$ cat src/rtl/scalar_read_arbiter.sv
// rtl/scalar_read_arbiter.sv - round-robin arbiter sharing the scalar register read mux
module scalar_read_arbiter #(
    parameter int N    = 4,
    parameter int NREQ = 4,
    localparam int IDW = (NREQ > 1) ? $clog2(NREQ) : 1
) (
    input  logic              clk,
    input  logic              rst,
    input  logic [NREQ-1:0]   req,
    input  logic [5*NREQ-1:0] addr,
    output logic [NREQ-1:0]   gnt,
    output logic [4:0]        sel,
    input  logic [N-1:0]      mux_data,
    output logic              rd_valid,
    input  logic              rd_ready,
    output logic [N-1:0]      rd_data,
    output logic [IDW-1:0]    rd_id,
    output logic              rd_err
);

    typedef enum logic [1:0] {
        IDLE = 2'd0,
        READ = 2'd1,
        RESP = 2'd2
    } state_t;

    state_t         state;
    logic [IDW-1:0] rr;
    logic [IDW-1:0] id_q;
    logic [IDW-1:0] winner;
    logic           found;
    logic [4:0]     win_addr;
    logic [IDW-1:0] rr_next;

    // Round-robin search: first active request at or after the rr pointer, wrapping.
    always_comb begin
        found  = 1'b0;
        winner = '0;
        for (int i = 0; i < NREQ; i++) begin
            if (!found && req[(int'(rr) + i) % NREQ]) begin
                found  = 1'b1;
                winner = IDW'((int'(rr) + i) % NREQ);
            end
        end
    end

    assign win_addr = addr[5*winner +: 5];

    // The winner just served drops to lowest priority on the next round.
    assign rr_next = (id_q == IDW'(NREQ - 1)) ? '0 : id_q + 1'b1;

    // Arbitration / read / response FSM with all outputs registered.
    always_ff @(posedge clk or posedge rst) begin
        if (rst) begin
            state    <= IDLE;
            gnt      <= '0;
            sel      <= '0;
            rd_valid <= 1'b0;
            rd_data  <= '0;
            rd_id    <= '0;
            rd_err   <= 1'b0;
            rr       <= '0;
            id_q     <= '0;
        end else begin
            case (state)
                IDLE: begin
                    if (found) begin
                        gnt   <= NREQ'(1) << winner;
                        sel   <= win_addr;
                        id_q  <= winner;
                        state <= READ;
                    end else begin
                        gnt <= '0;
                    end
                end
                READ: begin
                    // Indices 16..31 do not exist; the mux output is meaningless there.
                    gnt      <= '0;
                    rd_data  <= sel[4] ? '0 : mux_data;
                    rd_err   <= sel[4];
                    rd_id    <= id_q;
                    rd_valid <= 1'b1;
                    state    <= RESP;
                end
                RESP: begin
                    gnt <= '0;
                    if (rd_ready) begin
                        rd_valid <= 1'b0;
                        rr       <= rr_next;
                        state    <= IDLE;
                    end
                end
                default: begin
                    gnt      <= '0;
                    rd_valid <= 1'b0;
                    state    <= IDLE;
                end
            endcase
        end
    end

endmodule

$ cat config.mk
export PLATFORM = sky130hd
export DESIGN_NAME = scalar_read_arbiter
export DESIGN_NICKNAME = d
export VERILOG_FILES = /design/src/rtl/scalar_read_arbiter.sv
export SDC_FILE = /design/constraint.sdc
export NUM_CORES = 1
export LEC_CHECK = 0
export BUFFER_PORTS_ARGS = -buffer_cell sky130_fd_sc_hd__buf_2
export CAP_MARGIN = 40
export CORE_MARGIN = 4
export CORE_UTILIZATION = 45
export CTS_CLUSTER_SIZE = 28
export DETAILED_ROUTE_END_ITERATION = 10
export MAX_ROUTING_LAYER = met4
export PLACE_DENSITY = 0.74
export SLEW_MARGIN = 30
export SYNTH_ARGS = -nofsm -noshare
export SYNTH_HDL_FRONTEND = slang
export SYNTH_SLANG_ARGS = --single-unit
$ cat constraint.sdc
create_clock -name clk -period 1.9 [get_ports clk]
set_clock_uncertainty 0.1 [all_clocks]
set_input_delay 0.095 -clock clk [delete_from_list [all_inputs] [get_ports clk]]
set_output_delay 0.095 -clock clk [all_outputs]
set_load 0.05 [all_outputs]
==> impl_metrics.prom <==
# TYPE chip_impl_metric gauge
chip_impl_info{name="outcome",value="finished clean"} 1
chip_impl_metric{name="vias",unit=""} 932
chip_impl_metric{name="number_of_distinct_library_cell_variants_in_the_gate_level_netlist_after_synthesis",unit=""} 26
chip_impl_metric{name="synth.ff_latch_count",unit=""} 23
chip_impl_info{name="yosys.cell_count.top_type",value="sky130_fd_sc_hd__dfrtp_1"} 1
chip_impl_metric{name="timing.fmax",unit="MHz"} 575.8
chip_impl_metric{name="final_min_period_over_clock_period",unit=""} 0.9141
chip_impl_metric{name="synthArstFlopShare",unit=""} 1.000
chip_impl_info{name="rsz0062_at_grt",value="no"} 1
chip_impl_info{name="dominantRegCellSynth",value="sky130_fd_sc_hd__dfrtp_1"} 1
chip_impl_metric{name="syn_area",unit="µm²"} 1072
chip_impl_metric{name="ios",unit=""} 48
chip_impl_metric{name="grt_max_degree",unit=""} 15
chip_impl_metric{name="synth-edff-count",unit=""} 0
chip_impl_info{name="root_buffer",value="sky130_fd_sc_hd__clkbuf_4"} 1
chip_impl_metric{name="final.min_clock_period",unit="ns"} 1.737
chip_impl_metric{name="leakage",unit="nW"} 0.7676
chip_impl_metric{name="fillerInstances",unit=""} 188
chip_impl_metric{name="layoutNonFillerInstCount",unit=""} 183
chip_impl_info{name="worst_hold_path_type",value="primary input to flop"} 1
chip_impl_metric{name="setup_viol_count_final",unit=""} 0
chip_impl_metric{name="ant_nets",unit=""} 0
chip_impl_metric{name="syn-num-nets",unit=""} 129
chip_impl_metric{name="cts_num_sinks",unit=""} 23
chip_impl_metric{name="ctsLongestPathBuffers",unit=""} 2
chip_impl_metric{name="drtIter0Drc",unit=""} 6
chip_impl_metric{name="die_w",unit="µm"} 56.82
chip_impl_metric{name="synth_cells",unit=""} 97
chip_impl_metric{name="worstMarginPinSlew",unit="ns"} 0.5023
chip_impl_metric{name="die_h",unit="µm"} 56.82
chip_impl_metric{name="initial_core_util",unit=""} 0.4801
chip_impl_info{name="worstReg2RegEnd",value="sel[4]"} 1
chip_impl_metric{name="fin_ws",unit="ns"} 0.1632
chip_impl_metric{name="finish.instance_area",unit="µm²"} 1440
chip_impl_metric{name="port-buffer-count",unit=""} 47
chip_impl_info{name="criticalPathCategory",value="flop to flop"} 1
chip_impl_metric{name="placement_row_count",unit=""} 17
chip_impl_metric{name="grt.total_usage",unit=""} 0.1598
chip_impl_metric{name="post_synth.cell_area_avg",unit="µm²"} 11.05
chip_impl_metric{name="max_cap_viol_count",unit=""} 0
chip_impl_metric{name="place_ws",unit="ns"} 0.1815
chip_impl_metric{name="design.die.area",unit="µm²"} 3228
chip_impl_metric{name="timing.reg2reg.worst_path_depth",unit=""} 6
chip_impl_metric{name="post_place_cell_area",unit="µm²"} 1343
chip_impl_metric{name="clock_tree.htree_level_count",unit=""} 1
chip_impl_metric{name="postRouteWirelength",unit="µm"} 2376
chip_impl_metric{name="grt_pass1_wl",unit="µm"} 4008
chip_impl_metric{name="num_antenna_cells",unit=""} 0
chip_impl_metric{name="clk-insertion-delay-late",unit="ns"} 0.30
chip_impl_metric{name="drt_drc_violations_left",unit=""} 0
chip_impl_metric{name="final_nets",unit=""} 188
chip_impl_metric{name="post_drt_via_cell_ratio",unit=""} 5.093
chip_impl_metric{name="final_layout_size_suffix_gt1_frac",unit=""} 0.3806
chip_impl_info{name="timing.critical_path.to",value="sel[4]"} 1
chip_impl_metric{name="worst_setup_hold_path_clk_slew",unit="ns"} 0.13
chip_impl_metric{name="antenna_found_initial",unit=""} 0
chip_impl_metric{name="tns",unit="ns"} 0
chip_impl_metric{name="worstPathRequired",unit="ns"} 1.99
chip_impl_metric{name="synth_largest_type_area_fraction",unit=""} 0.5368
chip_impl_metric{name="ys_seq_area_frac",unit=""} 0.5368
chip_impl_metric{name="regToRegSetupSlack",unit="ns"} 0.16
chip_impl_metric{name="areaGrowthSynthToFinish",unit="%"} 34.31
chip_impl_metric{name="timing_hold_violations_final",unit=""} 0
chip_impl_metric{name="vias_in_the_first_global_route",unit=""} 933
chip_impl_metric{name="post_cts_resized",unit=""} 0
chip_impl_metric{name="grt.overflow.total",unit=""} 0
chip_impl_info{name="cell_taking_the_most_area_after_synthesis",value="sky130_fd_sc_hd__dfrtp_1"} 1
chip_impl_metric{name="post-place-cells",unit=""} 172
chip_impl_info{name="worst_setup_ep_type",value="flop"} 1
chip_impl_info{name="synth_top_cells_by_count",value="sky130_fd_sc_hd__dfrtp_1 (23), sky130_fd_sc_hd__nand2_1 (16), sky130_fd_sc_hd__mux2i_1 (10)"} 1
chip_impl_metric{name="tritoncts.num_buffers",unit=""} 3
chip_impl_info{name="reg2reg_from",value="rr[1]"} 1
chip_impl_metric{name="maximum_resistive_drop_on_vdd",unit="V"} 0.001243
chip_impl_info{name="synth.top_cells.by_area",value="sky130_fd_sc_hd__dfrtp_1 (54%), sky130_fd_sc_hd__mux2i_1 (9.3%), sky130_fd_sc_hd__nand2_1 (5.6%), sky130_fd_sc_hd__nand2b_1 (5.3%), sky130_fd_sc_hd__o221ai_1 (4.1%)"} 1
chip_impl_metric{name="gp_congestion",unit=""} 0.7310
chip_impl_metric{name="timing.critical_path.fanout_max",unit=""} 14
chip_impl_metric{name="pwr_density_cell",unit="nW/µm²"} 1692
chip_impl_info{name="type_of_origin_of_the_critical_path",value="flop"} 1
chip_impl_metric{name="number_of_max_slew_violations_in_the_final_report",unit=""} 0
chip_impl_metric{name="ys_warns",unit=""} 0
chip_impl_info{name="clock_tree_from_tritoncts",value="yes"} 1
chip_impl_metric{name="iteration_count_of_the_initial_detailed_routing_pass",unit=""} 4
chip_impl_metric{name="core_area",unit="µm²"} 2233
chip_impl_metric{name="wl_per_cell",unit="µm"} 12.98
chip_impl_info{name="startpoint",value="rr[1]"} 1
chip_impl_metric{name="critPathArrivalTime",unit="ns"} 1.82
chip_impl_metric{name="dp_hpwl",unit="µm"} 1880
chip_impl_metric{name="max_slew_margin_vs_limit",unit=""} 0.6648
## per-layer routing
metal / GRT usage / wire, µm / up-vias
li1: - / - / 455
met1: 0.2055 / 1040 / 435
met2: 0.2508 / 1135 / 38
met3: 0.02989 / 168 / 4
met4: 0.05960 / 31 / 0
met5: - / 0 / -
## through the flow
stage	utilization	total power, W	hold slack, ns
3_3_place_gp	0.5944	0.002177	0.2006
6_report	0.6448	0.002437	0.002583
5_1_grt	0.6448	0.002588	0.001571
3_5_place_dp	0.6011	0.002231	0.04093
2_1_floorplan	-	0.001917	-0.003076
4_1_cts	0.6448	0.002457	0.005579
## power by group
group          total (W)  internal (W)  switching (W)
registers       0.000851      0.000705       0.000146
logic            0.00137      0.000432       0.000934
clock network   0.000220     0.0000784       0.000141
total            0.00244       0.00121        0.00122
## cell usage in the layout, fill, tap and decap left out, types with 2 or more instances in the layout
| master | count |
|---|---|
| sky130_fd_sc_hd__inv_1 | 3 |
| sky130_fd_sc_hd__nor2b_1 | 2 |
| sky130_fd_sc_hd__a21oi_1 | 2 |
| sky130_fd_sc_hd__o21ai_0 | 6 |
| sky130_fd_sc_hd__buf_4 | 2 |
| sky130_fd_sc_hd__dfrtp_1 | 23 |
| sky130_fd_sc_hd__dlygate4sd3_1 | 7 |
| sky130_fd_sc_hd__nand2b_1 | 9 |
| sky130_fd_sc_hd__clkbuf_4 | 3 |
| sky130_fd_sc_hd__o221ai_1 | 5 |
| sky130_fd_sc_hd__nor2_1 | 3 |
| sky130_fd_sc_hd__mux2i_1 | 10 |
| sky130_fd_sc_hd__mux2_2 | 3 |
| sky130_fd_sc_hd__buf_2 | 47 |
| sky130_fd_sc_hd__nand2_1 | 16 |
## cell families (layout without fill, tap and decap cells)
group,count (synthesis),count (layout),share of synthesized area
AND/OR/NAND/NOR,32,32,0.1435
flip-flops,23,23,0.5368
AO/OA/AOI/OAI,20,20,0.1307
multiplexers,14,14,0.1354
buffers and inverters,7,65,0.04199
adder cells (fa/ha/maj),1,1,0.01167
## critical path: stages (launching register included)
cell and delay [ns]:
sky130_fd_sc_hd__dfrtp_1 0.46, sky130_fd_sc_hd__a21o_1 0.18, sky130_fd_sc_hd__a21oi_1 0.13, sky130_fd_sc_hd__o22a_1 0.14
sky130_fd_sc_hd__buf_4 0.22, sky130_fd_sc_hd__mux2i_1 0.25, sky130_fd_sc_hd__o221ai_1 0.14
## layout make-up
class,count,area (µm²),share of cell area
clock inverters,1,5.005,0.003475
flip-flops and latches,23,575.6,0.3997
multi-input cells,67,451.7,0.3136
repair buffers,57,335.3,0.2328
clock buffers,3,22.52,0.01564
inverters,4,15.01,0.01043
well taps,28,35.03,0.02433
## how the worst min path moves through the flow
stage                     slack (ns)      to  cells past startpoint  startpoint
after CTS                      0.006  sel[0]                      3    addr[10]
after global placement          0.20  gnt[2]                      2         rst
after detailed placement        0.04  gnt[1]                      2         rst
after floorplan               -0.003  gnt[0]                      1         rst
final                          0.003  sel[0]                      3    addr[10]
after global routing           0.002  sel[0]                      3    addr[10]
## flip-flops by register name (all words and copies together) (netlist names)
register / cells
id_q: 2
rd_err: 1
rd_valid: 1
sel: 5
gnt: 4
rd_id: 2
rr: 2
state: 2
rd_data: 4
## what timing repair did
action                    in CTS  in global routing
hold endpoints to repair      19                  0
hold buffers                   7                  0
buffers inserted               0                  0
Note: power is estimated with default switching activity, not from simulation.
